**config.mk**
```make
export PLATFORM = sky130hd
export DESIGN_NAME = mips_mem_responder
export DESIGN_NICKNAME = d
export VERILOG_FILES = /design/src/rtl/mips_mem_responder.sv
export SDC_FILE = /design/constraint.sdc
export NUM_CORES = 2
export LEC_CHECK = 0
export CAP_MARGIN = 20
export CORE_MARGIN = 10
export CORE_UTILIZATION = 55
export CTS_CLUSTER_SIZE = 24
export DETAILED_ROUTE_END_ITERATION = 12
export DONT_BUFFER_PORTS = 1
export GPL_ROUTABILITY_DRIVEN = 0
export PLACE_DENSITY = 0.7
export SLEW_MARGIN = 20
export SYNTH_ARGS = -nofsm -noshare
export SYNTH_HDL_FRONTEND = slang
export SYNTH_SLANG_ARGS = --single-unit
```
**constraint.sdc**
```tcl
create_clock -name clk -period 33.9 [get_ports clk]
set_clock_uncertainty 0.2 [all_clocks]
set_input_delay 6.78 -clock clk [delete_from_list [all_inputs] [get_ports clk]]
set_output_delay 6.78 -clock clk [all_outputs]
set_load 0.02 [all_outputs]
```
**src/rtl/mips_mem_responder.sv**
```systemverilog
// Byte-wide memory responder for the multicycle MIPS core: loads a program image
// while holding the core in reset, then serves zero-wait-state reads/writes plus one I/O port.
module mips_mem_responder #(
  parameter int unsigned           WIDTH   = 8,
  parameter logic [WIDTH-1:0]      IO_ADDR = {WIDTH{1'b1}}
) (
  input  logic             clk,
  input  logic             reset,
  input  logic             memread,
  input  logic             memwrite,
  input  logic [WIDTH-1:0] adr,
  input  logic [WIDTH-1:0] writedata,
  output logic [WIDTH-1:0] memdata,
  input  logic             load_valid,
  input  logic [7:0]       load_data,
  output logic             load_ready,
  input  logic             load_done,
  output logic             cpu_reset,
  input  logic [WIDTH-1:0] io_in,
  output logic [WIDTH-1:0] io_out,
  output logic             io_strobe
);

  localparam logic [1:0] S_LOAD    = 2'd0;
  localparam logic [1:0] S_RELEASE = 2'd1;
  localparam logic [1:0] S_RUN     = 2'd2;

  localparam int unsigned DEPTH    = 1 << WIDTH;
  localparam logic [WIDTH:0] LAST_PTR = (WIDTH+1)'(DEPTH - 1);

  logic [1:0]       r_state;
  logic [WIDTH:0]   r_load_ptr;
  logic [WIDTH-1:0] r_io_out;
  logic             r_io_strobe;
  logic [WIDTH-1:0] r_mem [0:DEPTH-1];

  logic             w_load_acc;
  logic             w_io_hit;
  logic             w_we;
  logic [WIDTH-1:0] w_waddr;
  logic [WIDTH-1:0] w_wdata;

  assign w_load_acc = (r_state == S_LOAD) & load_valid;
  assign w_io_hit   = (adr == IO_ADDR);

  // Single RAM write port shared by the loader and the running core
  always_comb begin
    w_we    = 1'b0;
    w_waddr = '0;
    w_wdata = '0;
    if (reset) begin
      w_we = 1'b0;
    end else if (w_load_acc) begin
      w_we    = 1'b1;
      w_waddr = r_load_ptr[WIDTH-1:0];
      w_wdata = WIDTH'(load_data);
    end else if ((r_state == S_RUN) && memwrite && !w_io_hit) begin
      w_we    = 1'b1;
      w_waddr = adr;
      w_wdata = writedata;
    end else begin
      w_we = 1'b0;
    end
  end

  // RAM array; deliberately not cleared by reset so a loaded image survives
  always_ff @(posedge clk) begin
    if (w_we) begin
      r_mem[w_waddr] <= w_wdata;
    end
  end

  // Phase sequencing and loader pointer
  always_ff @(posedge clk) begin
    if (reset) begin
      r_state    <= S_LOAD;
      r_load_ptr <= '0;
    end else begin
      case (r_state)
        S_LOAD: begin
          if (w_load_acc) begin
            r_load_ptr <= r_load_ptr + (WIDTH+1)'(1);
          end
          // the terminal byte ends loading so the pointer never wraps back to zero
          if (load_done || (w_load_acc && (r_load_ptr == LAST_PTR))) begin
            r_state <= S_RELEASE;
          end
        end
        S_RELEASE: r_state <= S_RUN;
        S_RUN:     r_state <= S_RUN;
        default:   r_state <= S_LOAD;
      endcase
    end
  end

  // I/O port register and its one-cycle write strobe
  always_ff @(posedge clk) begin
    if (reset) begin
      r_io_out    <= '0;
      r_io_strobe <= 1'b0;
    end else if ((r_state == S_RUN) && memwrite && w_io_hit) begin
      r_io_out    <= writedata;
      r_io_strobe <= 1'b1;
    end else begin
      r_io_strobe <= 1'b0;
    end
  end

  // Read data is combinational: the core latches it at the end of the same cycle
  always_comb begin
    memdata = '0;
    if ((r_state == S_RUN) && memread) begin
      if (w_io_hit) begin
        memdata = io_in;
      end else begin
        memdata = r_mem[adr];
      end
    end else begin
      memdata = '0;
    end
  end

  assign load_ready = (r_state == S_LOAD);
  assign cpu_reset  = (r_state != S_RUN);
  assign io_out     = r_io_out;
  assign io_strobe  = r_io_strobe;

endmodule
```
---- After elaboration in Yosys (flattened, before gate mapping) ----
Memory sizes are Yosys's and may differ from the RTL's.
Cells that the tools add are included.
storage, ports and cells
  flip-flop bits (word level) ............. 20
  logic and storage cells ................. 39
  memory bits (writable) .................. 2,048
  memories kept ........................... 1
  output and inout bits ................... 19
operators by class
  muxes and demuxes ....................... 16
  reductions and logical operators ........ 10
  bitwise operators ....................... 1
  equal/unequal tests ..................... 6
  add/sub/neg operators ................... 1
memory list
  memory  words  bits a word  read ports  clocked after Yosys merged registers in  write ports  RTL line  text
  r_mem   256    8            1           0                                        1            35        logic [WIDTH-1:0] r_mem [0:DEPTH-1];
operators by type and width
  operator                                                                count
  8-bit 2-to-1 mux                                                        8
  9-bit by 1-bit adder with 9-bit output (second input constant)          1
  9-bit by 8-bit equality test with 1-bit output (second input constant)  1
  8-bit equality test (second input constant)                             1
  1-bit 2-to-1 mux                                                        6
  1-bit logical AND                                                       5
  2-bit case mux with 2 select lines                                      1
  2-bit by 1-bit equality test with 1-bit output (second input constant)  1
  2-bit equality test (second input constant)                             1
  2-bit zero test                                                         1
  2-bit 2-to-1 mux                                                        1
  2-bit by 1-bit != test with 1-bit output (second input constant)        1
  2-bit != test (second input constant)                                   1
  2-bit AND reduction                                                     1
  2-bit OR reduction                                                      1
  1-bit bitwise AND                                                       1
  1-bit zero test                                                         1
  1-bit logical OR                                                        1

---- Longest topological paths before layout ----
  word-level depth ........................ 8
  depth in mapped cells ................... 12
  mapped depth without buffers ............ 9

---- Least setup slack after synthesis ----
Ideal clock, no wire load.
  kind .................................... input port to flip-flop
  start ................................... input load_valid
  end ..................................... memory r_mem[0][0], data pin
  setup time .............................. 1,579 ps
  data arrival time ....................... 14,636 ps
  slack ................................... 17,485 ps
  cell stages on the path ................. 6
  path through ............................ and2_1 -> clkbuf_1 -> clkbuf_1 -> clkbuf_1 -> nand2_1 -> a21oi_1
on the way
  longest elaborated chain between the ends .. 3
ends and longest elaborated chain
  element             RTL line  text
  start: declaration  14        input logic load_valid,
  1-bit bitwise AND   43        assign w_load_acc = (r_state == S_LOAD) & load_valid;
  8-bit 2-to-1 mux    53        end else if (w_load_acc) begin
  8-bit 2-to-1 mux    51        if (reset) begin
  via w_wdata[0]      41        logic [WIDTH-1:0] w_wdata;
  end: declaration    35
The timed path passes the listed nets, and every way through them passes these cells.

---- Worst setup path after layout ----
  start ................................... input adr[0]
  end ..................................... output memdata[1]
on the way
  longest elaborated chain between the ends .. 3
  elaborated cells on any way between the ends .. 4
ends and longest elaborated chain
  element                                                           RTL line  text
  start: declaration                                                11        input logic [WIDTH-1:0] adr,
  memory 256 x 8 bit / 8-bit equality test (equally long branches)  n/a
  8-bit 2-to-1 mux *                                                113       if (w_io_hit) begin
  8-bit 2-to-1 mux *                                                112       if ((r_state == S_RUN) && memread) begin
  end: declaration                                                  13        output logic [WIDTH-1:0] memdata,
Mark *: on every way between the ends. The rest lies on a longest branch, timed or not.

==> results by group <==
Logic synthesis
  • Mux contribution to synthesized area: ~14%
  • Synthesized flop and latch total: between 2000 and 2500
  • Post-synth EDFFs: just over 2000
  • Seq/Total Area, Yosys: 76.5%
  • Largest family of logic cells by synthesized area: multiplexers
  • Post-Synth Adder-Cell Area: 0.0773%
  • Netlist cell types: 70
  • Async SR Flop Fraction: 0%
  • Warning count from the yosys run: 0
  • Share of the synthesized area in the top cell type: 76.0%
  • Largest area contributor in the netlist: edfxtp_1
  • Synthesized area per cell: 20.2 um2
  • Post-Syn Area: about 81000 um2
  • Post-synthesis simple-gate area fraction: 2.87%
  • Synth Area in Compound Gates: 4.08%
  • Mapped Nets: 4056
  • Dominant synthesized flop cell: edfxtp_1
  • Synthesized instance count: 4013
  • Synth Area in XOR/XNOR: 0.0649%
  • Synth area leaders: edfxtp_1, mux4_2, mux2i_1

Clock network
  • CTS resizes: 0
  • # Post-CTS Setup Buffers: 0
  • Reg clk slew, reported paths: 60 ps
  • Clk sinks: slightly above 2000
  • TritonCTS Buffers: 200
  • CTS Root Buffer Type: clkbuf_16
  • TritonCTS clock tree: done
  • CTS Hold Bufs: 0
  • Depth of the CTS H-tree: 4
  • Clock Latency Late Sink: 840 ps
  • CTS Buffer Depth: 3

Global route
  • Initial antenna violation count: 11
  • Tot GR Track Use: 24.3%
  • Grt ovf: 0
  • Largest net degree at the start of global routing: between 300 and 400
  • First-pass GRT wire length: 288000 um
  • Vias in the first global route: 39900

Setup path
  • CP startpoint: adr[0]
  • Most Frequent Cell on Critical Path: buf_16
  • CP Launch Type: primary input
  • Crit-path slowest cell: a32oi_1
  • WP data arrival: between 10000 and 15000 ps
  • CP Class: in -> out
  • Crit. End Element: output pin
  • Delay-heaviest family, CP: buffers and inverters
  • WP data required: approximately 27000 ps
  • Critical Path End: memdata[1]
  • Worst path depth: 10
  • CP max FO: 139
  • Terminus of the critical flop-to-flop path: r_mem[45][2]$_DFFE_PP_
  • Reg2Reg Depth: 10
  • Worst Path Buf+Inv: 4
  • R2R Setup Slk: 28690 ps
  • Reg2reg start: r_state[0]$_SDFFE_PP0P_
  • Crit-path cells: buf_16 -> buf_16 -> buf_16 -> buf_16 -> mux4_2 -> a22oi_1 -> and3_1 -> a31oi_1 -> a32oi_1 -> o31ai_2
  • CP max stage delay: 760 ps

STA
  • Min cycle time layout: ~19000 ps
  • Max Clock Freq: 0.0531 GHz
  • Slew Limit Headroom: -5.11%
  • Setup violations, final: 0
  • Pins Over Slew Limit: between 40 and 50
  • Final Cycle Share: a little under three fifths
  • Worst-margin pin slew: approximately 1600 ps
  • Setup TNS: 0 ps
  • RSZ-0062 raised after global routing: false
  • Final hold violations: 0

Cells and area
  • Most frequent cells in the layout: edfxtp_1, mux4_2, nor2_1
  • Post-layout instance area: about 90000 um2
  • Nets: 4064
  • Layout cells sized above 1: between 10% and 20%
  • Area delta synth->final: 10.0%
  • Post-layout util: 61.0%
  • Commonest non-fill, non-tap cell in the layout: edfxtp_1

Detailed routing
  • Total Routed Length: ~200000 um
  • DR iter-0 viols: 5591
  • Vias per cell: 6.69
  • Via count: 40900
  • Drt pass-1 iters: 6
  • WL/cell: 32.6 um
  • DRC violations left: 0
  • Final ANT Viol Nets: 0

Pwr
  • PwrDens: 61.8 nW/um2
  • Total Power: around 0.0055 W
  • P_leak: 28.1 nW
  • VDD IR max: about 0.065 mV

Run
  • Max_cap viols: 0

Floorplan
  • Chip Height: between 400 and 500 um
  • Width of the chip: 404 um
  • Initial Util: a little under three fifths
  • Die area: 163000 um2
  • I/O Pins: 57
  • Core Region: 146000 um2
  • Num rows: between 100 and 150

Placement
  • DP Area: 82600 um2
  • PortBufs: 0
  • Hpwl dp: 116000 um

Hold path
  • Worst Hold Class: reg -> reg

Status
  • Status: finished, violations left
  • Failing checks: max-slew violations
cell families (layout without fill, tap and decap cells):
group                    after synthesis  in the layout
buffers and inverters                255            428
flip-flops                          2068           2068
adder cells (fa/ha/maj)                5              5
XOR/XNOR                               6              6
AND/OR/NAND/NOR                      541            541
AO/OA/AOI/OAI                        465            465
multiplexers                         673            673
other                                  0              5
registers in the layout, summed over array words and instances (netlist names):
register / flops
io_out: 8
r_load_ptr: 9
r_state: 2
io_strobe: 1
r_mem: 2048
worst register-to-register path: stages (launching register included):
cell and delay (ps):
dfxtp_1 310, inv_1 90, ha_1 390, nand2_1 340
a21oi_1 310, o21bai_4 170, buf_4 280, a21oi_4 150
buf_4 800, buf_4 850, buf_4 870
stage by stage:
step	hold slack [ps]	instances	worst slack, ps
5_1_grt	349	6104	14860
6_report	297	6108	15070
3_3_place_gp	279	5728	16330
2_1_floorplan	263	4013	17490
3_5_place_dp	294	5734	15170
4_1_cts	303	6101	15150
layout make-up:
type / count / area, um2
Tap cell: 1917 / 2400
Multi-Input combinational cell: 1690 / 17700
Antenna cell: 5 / 12.5
Timing Repair Buffer: 52 / 579
Clock buffer: 255 / 5250
Fill cell: 9975 / 56900
Clock inverter: 112 / 1130
Sequential cell: 2068 / 61900
Inverter: 9 / 37.5
layer usage:
layer	vias up	routed length, um	GRT usage (%)
met5	-	52	0
met4	8	5950	7.35
met3	354	22200	6.82
met2	2343	93800	37.0
met1	21500	77300	34.6
li1	16700	-	-
synth_stat cells (4+ instances only):
master    number
mux4_2       384
mux4_1         9
buf_6         47
dfxtp_1       20
a211o_1        5
inv_1          8
o21ai_0       27
ha_1           5
nor2_1       307
and2_1         8
a221oi_1       5
o22ai_1       62
clkbuf_1      96
mux2_2        11
a21oi_1      102
o31ai_1        4
xor2_1         4
buf_1         13
buf_2         60
or3_1          8
and3_1        11
nand2_1      101
edfxtp_1    2048
nor3_1        32
buf_4         22
o311ai_0       4
nand2b_1       6
nor4_1        12
o221ai_1     108
a31oi_1       12
a22oi_1       89
nand3b_1       6
a211oi_1      15
buf_12         5
nand3_1       22
mux2i_1      267
nor2b_1        7
nand4_1       10
where the power goes:
group / switching, W / leakage, nW / total [W] / internal (W)
sequential: 0.00000356 / 19.0 / 0.00293 / 0.00292
clock: 0.000945 / 3.10 / 0.00218 / 0.00123
combinational: 0.000298 / 6.00 / 0.000397 / 0.0000985
worst min path at each step:
stage,depth (start not counted),start,slack (ps),end
floorplan,2,r_state[0]$_SDFFE_PP0P_,260,r_state[0]$_SDFFE_PP0P_
global placement,2,r_state[0]$_SDFFE_PP0P_,280,r_state[0]$_SDFFE_PP0P_
detailed placement,2,r_state[0]$_SDFFE_PP0P_,290,r_state[0]$_SDFFE_PP0P_
CTS,2,r_load_ptr[8]$_SDFFE_PP0P_,300,r_load_ptr[8]$_SDFFE_PP0P_
global route,2,r_load_ptr[8]$_SDFFE_PP0P_,350,r_load_ptr[8]$_SDFFE_PP0P_
finish,2,r_load_ptr[8]$_SDFFE_PP0P_,300,r_load_ptr[8]$_SDFFE_PP0P_
(Power assumes the default switching activity.)
